File: src/rtl/proc_pkg.sv
// Shared definitions for the 3BC processor run-control and decode logic.
package proc_pkg;

    // Instruction word width, shared with the decode stage.
    localparam int unsigned INSTR_W = 9;

    // Opcode that ends a program.
    localparam logic [INSTR_W-1:0] OP_HALT = 9'b111111111;

    // Run-control sequencer states.
    typedef enum logic [1:0] {
        IDLE  = 2'd0,
        CLEAR = 2'd1,
        RUN   = 2'd2,
        DONE  = 2'd3
    } seq_state_t;

endpackage

File: src/rtl/start_edge_det.sv
// Registers a level input and flags its rising edge; reusable for bench handshakes.
module start_edge_det (
    input  logic clk,
    input  logic rst,
    input  logic level,
    output logic level_q,
    output logic rise
);

    // Previous-cycle copy of the level, cleared by reset.
    always_ff @(posedge clk or posedge rst) begin
        if (rst) begin
            level_q <= 1'b0;
        end else begin
            level_q <= level;
        end
    end

    assign rise = level & ~level_q;

endmodule

File: src/rtl/fetch_sequencer.sv
// Run-control and fetch sequencer: launches a program run, drives PC clear and
// count-enable, stops on the halt opcode or on a runaway timeout, and records
// the cycle count and the PC at which the run ended.
module fetch_sequencer
    import proc_pkg::*;
#(
    parameter int unsigned         L          = 10,
    parameter int unsigned         W          = INSTR_W,
    parameter logic [W-1:0]        HALT_OP    = OP_HALT,
    parameter int unsigned         CW         = 16,
    parameter logic [CW-1:0]       MAX_CYCLES = 16'hFFF0
) (
    input  logic          Clk,
    input  logic          Reset,
    input  logic          Start,
    input  logic [L-1:0]  ProgCtr,
    input  logic [W-1:0]  InstrIn,
    output logic          PcClr,
    output logic          PcEn,
    output logic [W-1:0]  Instr,
    output logic          Done,
    output logic          TimedOut,
    output logic [CW-1:0] CycleCnt,
    output logic [L-1:0]  HaltPc
);

    localparam logic [CW-1:0] LAST_CNT = MAX_CYCLES - 1'b1;

    seq_state_t    state, state_next;
    logic          start_q;
    logic          launch;
    logic          halt;

    logic          done_q, done_next;
    logic          timed_out_q, timed_out_next;
    logic [CW-1:0] cnt_q, cnt_next;
    logic [L-1:0]  halt_pc_q, halt_pc_next;

    start_edge_det u_start_edge (
        .clk     (Clk),
        .rst     (Reset),
        .level   (Start),
        .level_q (start_q),
        .rise    (launch)
    );

    assign halt = (InstrIn == HALT_OP);

    // State register.
    always_ff @(posedge Clk or posedge Reset) begin
        if (Reset) begin
            state <= IDLE;
        end else begin
            state <= state_next;
        end
    end

    // Result registers: done/timeout flags, cycle counter and end-of-run PC.
    always_ff @(posedge Clk or posedge Reset) begin
        if (Reset) begin
            done_q      <= 1'b0;
            timed_out_q <= 1'b0;
            cnt_q       <= '0;
            halt_pc_q   <= '0;
        end else begin
            done_q      <= done_next;
            timed_out_q <= timed_out_next;
            cnt_q       <= cnt_next;
            halt_pc_q   <= halt_pc_next;
        end
    end

    // Next-state, PC control, instruction gating and result updates.
    always_comb begin
        state_next     = state;
        PcClr          = 1'b0;
        PcEn           = 1'b0;
        Instr          = '0;
        done_next      = done_q;
        timed_out_next = timed_out_q;
        cnt_next       = cnt_q;
        halt_pc_next   = halt_pc_q;

        unique case (state)
            IDLE: begin
                if (launch) begin
                    state_next = CLEAR;
                end
            end

            CLEAR: begin
                PcClr          = 1'b1;
                done_next      = 1'b0;
                timed_out_next = 1'b0;
                cnt_next       = '0;
                state_next     = RUN;
            end

            RUN: begin
                Instr = InstrIn;
                // PC holds on the halt word so HaltPc points at it.
                PcEn  = ~halt;
                if (halt) begin
                    state_next   = DONE;
                    done_next    = 1'b1;
                    halt_pc_next = ProgCtr;
                end else if (cnt_q == LAST_CNT) begin
                    state_next     = DONE;
                    done_next      = 1'b1;
                    timed_out_next = 1'b1;
                    halt_pc_next   = ProgCtr;
                end else begin
                    cnt_next = cnt_q + 1'b1;
                end
            end

            DONE: begin
                if (launch) begin
                    state_next = CLEAR;
                end
            end
        endcase
    end

    assign Done     = done_q;
    assign TimedOut = timed_out_q;
    assign CycleCnt = cnt_q;
    assign HaltPc   = halt_pc_q;

endmodule

File: config.mk
export PLATFORM = sky130hd
export DESIGN_NAME = fetch_sequencer
export DESIGN_NICKNAME = d
export VERILOG_FILES = /design/src/rtl/proc_pkg.sv /design/src/rtl/start_edge_det.sv /design/src/rtl/fetch_sequencer.sv
export SDC_FILE = /design/constraint.sdc
export NUM_CORES = 1
export LEC_CHECK = 0
export BUFFER_PORTS_ARGS = -buffer_cell sky130_fd_sc_hd__clkbuf_2
export CORE_UTILIZATION = 35
export DETAILED_ROUTE_END_ITERATION = 7
export GPL_ROUTABILITY_DRIVEN = 1
export PLACE_DENSITY = 0.66
export SETUP_SLACK_MARGIN = 0.02
export SYNTH_ARGS = -nofsm -noshare
export SYNTH_HDL_FRONTEND = slang
export SYNTH_SLANG_ARGS = --single-unit
File: constraint.sdc
create_clock -name Clk -period 2.63 [get_ports Clk]
set_input_delay 0.263 -clock Clk [delete_from_list [all_inputs] [get_ports Clk]]
set_output_delay 0.263 -clock Clk [all_outputs]
set_load 0.05 [all_outputs]
==> results.sh <==
export IMPL_outcome="completed"
export IMPL_finalSetupViolCount=0
export IMPL_synth_top_area_share_pct=44.4
export IMPL_p_int_uw=879
export IMPL_clockRootBuffer="clkbuf_8"
export IMPL_cts_buffers=5
export IMPL_path_clk_slew_ns=0.07
export IMPL_synth_area_leaders="dfrtp_1, mux2_2, nand2_1, nand3_1, and2_1"
export IMPL_dpl_cell_area_mm2=0.00212
export IMPL_syn_num_nets=211
export IMPL_final_period_utilization_pct=83.4
export IMPL_netSwitchingFraction_pct=44.1
export IMPL_slew_viol_final=0
export IMPL_grt_overflow_total=0
export IMPL_cp_top_family="simple AND/OR/NAND/NOR gates"
export IMPL_r2r_cells=6
export IMPL_drive_above_1_share_pct=35.7
export IMPL_grt_first_pass_wirelength_mm=6.91
export IMPL_htreeDepth=2
export IMPL_row_count=25
export IMPL_hold_class="input pin to async pin"
export IMPL_maxCapViolations=0
export IMPL_fmax_mhz=456
export IMPL_fin_skew_ns=0.00708
export IMPL_synth_cells=185
export IMPL_routed_wirelength_mm=4.21
export IMPL_port_buffers=60
export IMPL_synthArstFlopShare_pct=100
export IMPL_drt_iter0_drc=75
export IMPL_layout_commonest_cell="clkbuf_2"
export IMPL_track_usage_pct=17.2
export IMPL_synth_edf_count=0
export IMPL_gr_usage_met3_pct=3.04
export IMPL_r2r_start="CycleCnt[0]"
export IMPL_synth_top_cell_by_area="dfrtp_1"
export IMPL_cts_sink_count=31
export IMPL_post_cts_buffers=0
export IMPL_r2r_end="HaltPc[9]"
export IMPL_mostFrequentLayoutCells="clkbuf_2, dfrtp_1, nand2_1"
export IMPL_io_pins=61
export IMPL_yosysWarnings=0
export IMPL_ys_flop_type="dfrtp_1"
export IMPL_die_x_um=72.6
export IMPL_grtUsageMet1_pct=21.9
export IMPL_drc=0
export IMPL_power_density_mw_per_mm2=713
export IMPL_combPwrFrac_pct=40.8
export IMPL_sequentialPowerShare_pct=34.3
export IMPL_cp_arrival_ns=2.36
export IMPL_worst_path_buf_inv=0
export IMPL_switchingPower_uw=693
export IMPL_met2_usage_pct=28.2
export IMPL_ys_ff_latch=31
export IMPL_setup_tns_ns=0
export IMPL_rsz0062_at_grt="no"
export IMPL_ir_worst_vdd_uv=311
export IMPL_critPathKind="flop to flop"
export IMPL_initial_core_util_pct=36.7
export IMPL_fin_nets=275
export IMPL_cts_hold_buf=0
export IMPL_wl_per_cell_um=13.3
export IMPL_dp_hpwl_mm=3.06
export IMPL_crit_chain="ha_1 -> and4b_1 -> nand3_1 -> o21ai_0 -> nand2_1 -> mux2_2"
export IMPL_gp_congestion=0.871
export IMPL_viasPerCell=5.11
export IMPL_finalCriticalPeriod_ns=2.19
export IMPL_grt_max_degree=32
export IMPL_relSlewSlack_pct=59.7
export IMPL_yosysUniqueCellTypes=36
export IMPL_critPathRequiredTime_ns=2.80
export IMPL_cts_tree="built"
export IMPL_area_delta_synth_final_pct=26.2
export IMPL_clk_latency_ns=0.29
export IMPL_start_kind="flop"
export IMPL_final_cell_area_mm2=0.00220
export IMPL_die_h_um=72.6
export IMPL_postRouteAntennaNets=0
export IMPL_core_mm2=0.00475
export IMPL_clock_path_buffers=2
export IMPL_n_fill_cell=495
export IMPL_drt_first_pass_iters=4
export IMPL_pre_cts_slack_ns=0.464
export IMPL_die_area_mm2=0.00528
export IMPL_reg2reg_slack_ns=0.44
export IMPL_hold_viol=0
export IMPL_cts_resized=0
export IMPL_tightest_slew_ns=0.600
export IMPL_grt_pass1_vias=1464
export IMPL_leakage_nw=1.09
export IMPL_top_usage_layer="met2"
export IMPL_max_stage_delay_ns=0.47
export IMPL_power_frac_clock_pct=24.9
export IMPL_num_antenna_cells=0
export IMPL_syn_mean_instance_area_um2=9.44
export IMPL_synth_cell_area_mm2=0.00175
export IMPL_end_kind="flop"
export IMPL_total_power_mw=1.57
export IMPL_yosysSeqAreaShare_pct=44.4
export IMPL_finalWorstSetupSlack_ns=0.438
export IMPL_antenna_found_initial=0
export IMPL_crit_fanout=10
export IMPL_vias=1615
export IMPL_cp_slowest_cell="dfrtp_1"
[synth_stat cells (all sizes together) (5+ instances only)]
cell type,number
nor2,12
nand4,6
dfrtp,31
o21ai,12
mux2i,6
mux2,10
o211ai,6
or4,5
inv,8
nand3,14
and2,10
clkbuf,5
nand2,23
[routing by layer]
| layer | up-vias | wire length, um |
|---|---|---|
| met3 | 7 | 110 |
| met2 | 23 | 2120 |
| met1 | 786 | 1880 |
| met4 | 0 | 94 |
| met5 | - | 0 |
| li1 | 799 | - |
[metrics by stage]
stage / std cells / util, % / hold WS, ns
finish: 316 / 46.4 / 0.0237
floorplan: 185 / - / 0.294
CTS: 316 / 46.4 / 0.0384
global placement: 309 / 44.5 / 0.347
global route: 316 / 46.4 / 0.0737
detailed placement: 309 / 44.5 / 0.353
[logic make-up after synthesis]
family / count (synthesis) / share of synthesized area [%]
adder cells (fa/ha/maj): 4 / 2.87
buffers and inverters: 17 / 5.09
flip-flops: 31 / 44.4
AND/OR/NAND/NOR: 87 / 26.7
multiplexers: 16 / 9.89
AO/OA/AOI/OAI: 30 / 11.0
[worst max path at each step]
stage / from / to / depth (start not counted)
finish: CycleCnt[0] / HaltPc[9] / 6
global route: CycleCnt[0] / HaltPc[2] / 6
CTS: CycleCnt[0] / HaltPc[9] / 6
detailed placement: CycleCnt[0] / HaltPc[0] / 6
global placement: CycleCnt[0] / HaltPc[1] / 6
floorplan: CycleCnt[0] / CycleCnt[15] / 6
[flip-flops by register name, indices dropped and copies added (netlist names)]
signal,cells
CycleCnt,16
Done,1
HaltPc,10
TimedOut,1
state,2
u_start_edge.level_q,1
[area by class of cell]
type / count / area (um^2) / area share [%]
Timing Repair Buffer: 66 / 345 / 15.7
Clock buffer: 6 / 82.6 / 3.75
Multi-Input combinational cell: 137 / 882 / 40.0
Sequential cell: 31 / 776 / 35.2
Clock inverter: 1 / 5.00 / 0.227
Tap cell: 67 / 83.8 / 3.80
Inverter: 8 / 30.0 / 1.36
[power by group through the flow]
stage | logic (mW) | clock network (mW) | registers, mW
CTS | 0.648 | 0.402 | 0.540
global placement | 0.638 | 0 | 0.546
global route | 0.697 | 0.412 | 0.545
floorplan | 0.418 | 0 | 0.610
finish | 0.641 | 0.392 | 0.540
detailed placement | 0.648 | 0 | 0.549
[worst register-to-register path: stages, from the launching register on]
cell,delay (ns)
dfrtp_1,0.47
ha_1,0.35
and4b_1,0.23
nand3_1,0.07
o21ai_0,0.25
nand2_1,0.32
mux2_2,0.37
Note: power is estimated with default switching activity, not from simulation.
